$ cat src/rtl/morse_timing_calibrator_pkg.sv
// morse_timing_calibrator_pkg: shared widths, FSM state encoding and saturation helper
package morse_timing_calibrator_pkg;

    localparam int PULSE_CNT_W = 16;
    localparam int CAL_XW      = PULSE_CNT_W + 3;

    typedef enum logic [1:0] {
        CAL_WAIT_LOW,
        CAL_IDLE,
        CAL_MARK,
        CAL_EVAL
    } cal_state_t;

    function automatic logic [PULSE_CNT_W-1:0] sat_w(input logic [CAL_XW-1:0] v);
        return (|v[CAL_XW-1:PULSE_CNT_W]) ? '1 : v[PULSE_CNT_W-1:0];
    endfunction

endpackage

$ cat src/rtl/morse_timing_calibrator.sv
// morse_timing_calibrator: measures mark lengths and adapts the dit estimate driving decoder timing
module morse_timing_calibrator
    import morse_timing_calibrator_pkg::*;
#(
    parameter int INIT_DIT  = 10,
    parameter int MIN_PULSE = 2,
    parameter int LOCK_CNT  = 4,
    parameter int SHORT_MAX = 3
) (
    input  logic                   clk,
    input  logic                   aclr_n,
    input  logic                   ce,
    input  logic                   signal,
    output logic [PULSE_CNT_W-1:0] dit_time,
    output logic [PULSE_CNT_W-1:0] dah_time,
    output logic [PULSE_CNT_W-1:0] word_time,
    output logic [PULSE_CNT_W-1:0] tol_time,
    output logic                   locked,
    output logic                   upd,
    output logic                   outlier
);

    localparam int W  = PULSE_CNT_W;
    localparam int XW = CAL_XW;
    localparam int HW = $clog2(LOCK_CNT + 1);
    localparam int SW = $clog2(SHORT_MAX + 1);

    cal_state_t    state, state_nxt;
    logic [W-1:0]  len, len_nxt, dit, dit_nxt;
    logic [HW-1:0] hit, hit_nxt;
    logic [SW-1:0] short_cnt, short_nxt;
    logic          locked_nxt, upd_nxt, outlier_nxt;
    logic [XW-1:0] dx, lx, half, two, five, avg;

    assign dx        = {3'b000, dit};
    assign lx        = {3'b000, len};
    assign half      = dx >> 1;
    assign two       = dx << 1;
    assign five      = (dx << 2) + dx;
    assign avg       = ((dx << 1) + dx + lx) >> 2;
    assign dit_time  = dit;
    assign dah_time  = sat_w((dx << 1) + dx);
    assign word_time = sat_w((dx << 3) - dx);
    assign tol_time  = dit >> 1;

    // State, measurement and estimate registers; everything derived follows dit in the same clk
    always_ff @(posedge clk or negedge aclr_n) begin
        if (!aclr_n) begin
            state     <= CAL_WAIT_LOW;
            len       <= '0;
            dit       <= W'(INIT_DIT);
            hit       <= '0;
            short_cnt <= '0;
            locked    <= 1'b0;
            upd       <= 1'b0;
            outlier   <= 1'b0;
        end else begin
            state     <= state_nxt;
            len       <= len_nxt;
            dit       <= dit_nxt;
            hit       <= hit_nxt;
            short_cnt <= short_nxt;
            locked    <= locked_nxt;
            upd       <= upd_nxt;
            outlier   <= outlier_nxt;
        end
    end

    // Mark capture FSM and one-clock classification of the finished mark
    always_comb begin
        state_nxt   = state;
        len_nxt     = len;
        dit_nxt     = dit;
        hit_nxt     = hit;
        short_nxt   = short_cnt;
        locked_nxt  = locked;
        upd_nxt     = 1'b0;
        outlier_nxt = 1'b0;
        case (state)
            CAL_WAIT_LOW: if (ce && !signal) state_nxt = CAL_IDLE;
            CAL_IDLE: if (ce && signal) begin
                state_nxt = CAL_MARK;
                len_nxt   = W'(1);
            end
            CAL_MARK: if (ce) begin
                if (signal) len_nxt = (&len) ? len : len + 1'b1;
                else state_nxt = CAL_EVAL;
            end
            CAL_EVAL: begin
                state_nxt = CAL_IDLE;
                if (lx < XW'(MIN_PULSE)) begin
                end else if ((&len) || lx > five) begin
                    outlier_nxt = 1'b1;
                    short_nxt   = '0;
                    hit_nxt     = '0;
                    locked_nxt  = 1'b0;
                end else if (lx > two) begin
                    upd_nxt   = 1'b1;
                    short_nxt = '0;
                end else if (lx >= half) begin
                    dit_nxt   = (avg == '0) ? W'(1) : sat_w(avg);
                    short_nxt = '0;
                    hit_nxt   = (hit == HW'(LOCK_CNT)) ? hit : hit + 1'b1;
                    if (hit_nxt == HW'(LOCK_CNT)) locked_nxt = 1'b1;
                    upd_nxt   = 1'b1;
                end else if (short_cnt == SW'(SHORT_MAX - 1)) begin
                    dit_nxt    = len;
                    locked_nxt = 1'b0;
                    short_nxt  = '0;
                    hit_nxt    = '0;
                    upd_nxt    = 1'b1;
                end else begin
                    short_nxt = short_cnt + 1'b1;
                    hit_nxt   = '0;
                end
            end
            default: state_nxt = CAL_WAIT_LOW;
        endcase
    end

endmodule

$ cat config.mk
export PLATFORM = sky130hd
export DESIGN_NAME = morse_timing_calibrator
export DESIGN_NICKNAME = d
export VERILOG_FILES = /design/src/rtl/morse_timing_calibrator_pkg.sv /design/src/rtl/morse_timing_calibrator.sv
export SDC_FILE = /design/constraint.sdc
export NUM_CORES = 1
export LEC_CHECK = 0
export BUFFER_PORTS_ARGS = -buffer_cell sky130_fd_sc_hd__buf_4
export CORE_MARGIN = 1.5
export CORE_UTILIZATION = 55
export CTS_CLUSTER_SIZE = 12
export DETAILED_ROUTE_END_ITERATION = 12
export GPL_TIMING_DRIVEN = 0
export PLACE_DENSITY_LB_ADDON = 0.08
export RECOVER_POWER = 50
export SETUP_SLACK_MARGIN = 0.4
export SYNTH_ARGS = -nofsm -noshare
export SYNTH_HDL_FRONTEND = slang
export SYNTH_SLANG_ARGS = --single-unit
$ cat constraint.sdc
create_clock -name clk -period 6.3 [get_ports clk]
set_input_delay 0.63 -clock clk [delete_from_list [all_inputs] [get_ports clk]]
set_output_delay 0.63 -clock clk [all_outputs]
set_load 0.1 [all_outputs]
==> impl_metrics.env <==
export IMPL_min_period_ns=5.426
export IMPL_core_area_um2=11420
export IMPL_port_buffers=69
export IMPL_drtIter0Drc=544
export IMPL_die_area_um2=12390
export IMPL_synthCells=792
export IMPL_path_class="flip-flop to flip-flop"
export IMPL_gr_total_overflow=0
export IMPL_antenna_found_initial=0
export IMPL_gp_congestion=1.004
export IMPL_htreeDepth=2
export IMPL_drt_wl_total_um=19330
export IMPL_worst_ep_arrival_time_ns=5.60
export IMPL_cts_sinks=42
export IMPL_path_buf_inv=1
export IMPL_hp_class="flip-flop to flip-flop"
export IMPL_drt_pass1_iterations=5
export IMPL_most_common_layout_cells="ha_1 (117), nand2_1 (58), buf_4 (53)"
export IMPL_clockBufferDepth=2
export IMPL_placed_area_um2=7151
export IMPL_layout_commonest_cell="ha_1"
export IMPL_antenna_cells=0
export IMPL_crit_chain="ha_1 -> fa_1 -> a21o_1 -> a21oi_1 -> nor2_1 -> o21ai_0 -> or2b_1 -> nand2b_1 -> a21oi_1 -> xnor2_1 -> ha_1 -> a21o_1 -> a211o_1 -> a211o_1 -> o22a_1 -> a32oi_1 -> buf_2 -> nand2_1 -> o21ai_0 -> mux2i_1"
export IMPL_wl_per_cell_um=19.10
export IMPL_startpoint_type="flip-flop"
export IMPL_hold_depth=1
export IMPL_synth_main_ff_cell="dfrtp_1"
export IMPL_synth_cell_types=76
export IMPL_tns_ns=0
export IMPL_tritoncts="built"
export IMPL_stdcell_area_um2=7196
export IMPL_cpLargestDelayFamily="compound AO/OA/AOI/OAI gates"
export IMPL_r2r_start="dit_time[0]"
export IMPL_dp_hpwl_um=15300
export IMPL_hold_viol_final=0
export IMPL_cts_resized=0
export IMPL_timing_hold_ws_ns=0.5140
export IMPL_tightest_slew_ns=2.395
export IMPL_reg2reg_to="dit_time[13]"
export IMPL_rrSetupSlack_ns=0.87
export IMPL_cap_violations=1
export IMPL_start_util_pct=56.52
export IMPL_die_w_um=111.3
export IMPL_outcome="finished, violations left"
export IMPL_slew_violations=43
export IMPL_finalClockSkew_ns=0.01118
export IMPL_r2r_cells=20
export IMPL_rsz0062_at_grt="false"
export IMPL_slew_headroom_pct=-59.65
export IMPL_synthDominantCellAreaShare_pct=22.68
export IMPL_synth_seq_cells=42
export IMPL_synth_nets=915
export IMPL_worst_setup_path_end_kind="flip-flop"
export IMPL_grt_max_degree=43
export IMPL_required_ns=6.47
export IMPL_drc=0
export IMPL_clock_latency_ns=0.30
export IMPL_ioPinCount=71
export IMPL_setup_viol=0
export IMPL_critPathSlowestCell="dfrtp_1"
export IMPL_grt_pass1_wl_um=31240
export IMPL_area_growth_syn_to_layout_pct=11.50
export IMPL_synth_edf_count=0
export IMPL_critPathMaxFanout=10
export IMPL_synthesis_area_um2=6454
export IMPL_holdCritStartpoint="short_cnt[0]"
export IMPL_slowest_delay_ns=0.55
export IMPL_grt_use_total_pct=31.17
export IMPL_yosysSeqAreaShare_pct=16.32
export IMPL_ant_nets=0
export IMPL_synth_top_cell_by_area="ha_1"
export IMPL_finalCritPeriodShare_pct=86.12
export IMPL_layout_nets=991
export IMPL_first_global_vias=6334
export IMPL_die_y_um=111.3
export IMPL_vias=6444
export IMPL_max_freq_ghz=0.1843
export IMPL_syn_area_per_cell_um2=8.149
export IMPL_async_flop_share_pct=100.0
export IMPL_violations="max-capacitance violations, max-slew violations"
export IMPL_cts_hold_buf=0
export IMPL_row_count=39
export IMPL_holdPathEnd="short_cnt[1]"
export IMPL_synth_area_leaders="ha_1 (23%), dfrtp_1 (16%), xnor2_1 (5.0%), xor2_1 (4.1%), a21oi_1 (4.0%)"
export IMPL_drive_gt1_share_pct=9.551
export IMPL_cts_setup_buffers=0
export IMPL_cts_made_buffers=5
export IMPL_via_per_inst=6.368
export IMPL_cts_root_buf="clkbuf_16"
export IMPL_clk_pin_slew_ns=0.07
export IMPL_yosysWarnings=0
==> kinds of logic after synthesis <==
logic type,share of synthesized area [%]
other,0.05811
muxes,3.141
xor gates and xnor gates,9.093
adders and majority gates,23.30
AOI/OAI and AO/OA,22.64
and+or+nand+nor,19.99
DFF,16.32
buffers and inverters,5.448
==> sequential cells by signal, indices dropped and copies added (netlist names) <==
signal and flops:
state 2, short_cnt 2, len 16, locked 1, dit_time 16, hit 3, upd 1, outlier 1
==> cell usage after synthesis (9+ instances only) <==
library cell,n
or3_1,17
nor4_1,9
nor3_1,14
a31oi_1,13
xor2_1,30
mux2i_1,18
clkbuf_1,11
nand4_1,14
nand2b_1,17
buf_4,16
dfrtp_1,40
a21oi_1,51
ha_1,117
inv_1,44
a21o_1,28
xnor2_1,37
nand3_1,33
nand2_1,58
nor2_1,51
o21ai_0,45
==> metrics by stage <==
stage	cells	setup WS [ns]	utilization, %
after CTS	1012	0.9643	64.07
final	1012	0.8744	63.02
after global placement	1004	1.029	62.62
after detailed placement	1004	0.9817	62.62
after global routing	1012	0.6142	63.02
after floorplan	792	1.335	-
==> how the worst max path moves through the flow <==
stage,slack (ns),end,cells after the start,start
finish,0.87,dit_time[13],20,dit_time[0]
global route,0.61,dit_time[13],20,dit_time[0]
CTS,0.96,dit_time[13],20,dit_time[0]
detailed placement,0.98,dit_time[13],20,dit_time[0]
global placement,1.03,dit_time[13],20,dit_time[0]
floorplan,1.34,dit_time[13],20,dit_time[0]
==> area by class of cell <==
| type | instances | area (um2) |
|---|---|---|
| multi-input cells | 675 | 5049 |
| fillers | 1034 | 4223 |
| flip-flops and latches | 42 | 1054 |
| repair buffers | 69 | 397.9 |
| inverters | 45 | 168.9 |
| clock buffers | 5 | 125.1 |
| clock inverters | 3 | 40.04 |
| well taps | 143 | 178.9 |
| plain buffers | 30 | 182.7 |
==> routing by layer <==
metal	wire length, um	part of all wire, %	GRT usage [%]
met1	8327	43	38.65
met2	9483	49	56.52
met3	985	5.1	2.679
met4	534	2.8	11.05
met5	0	0	0
Power is left out: the tool's default activity adds up to more than one toggle a clock period on the data nets, which glitch-free logic cannot reach.
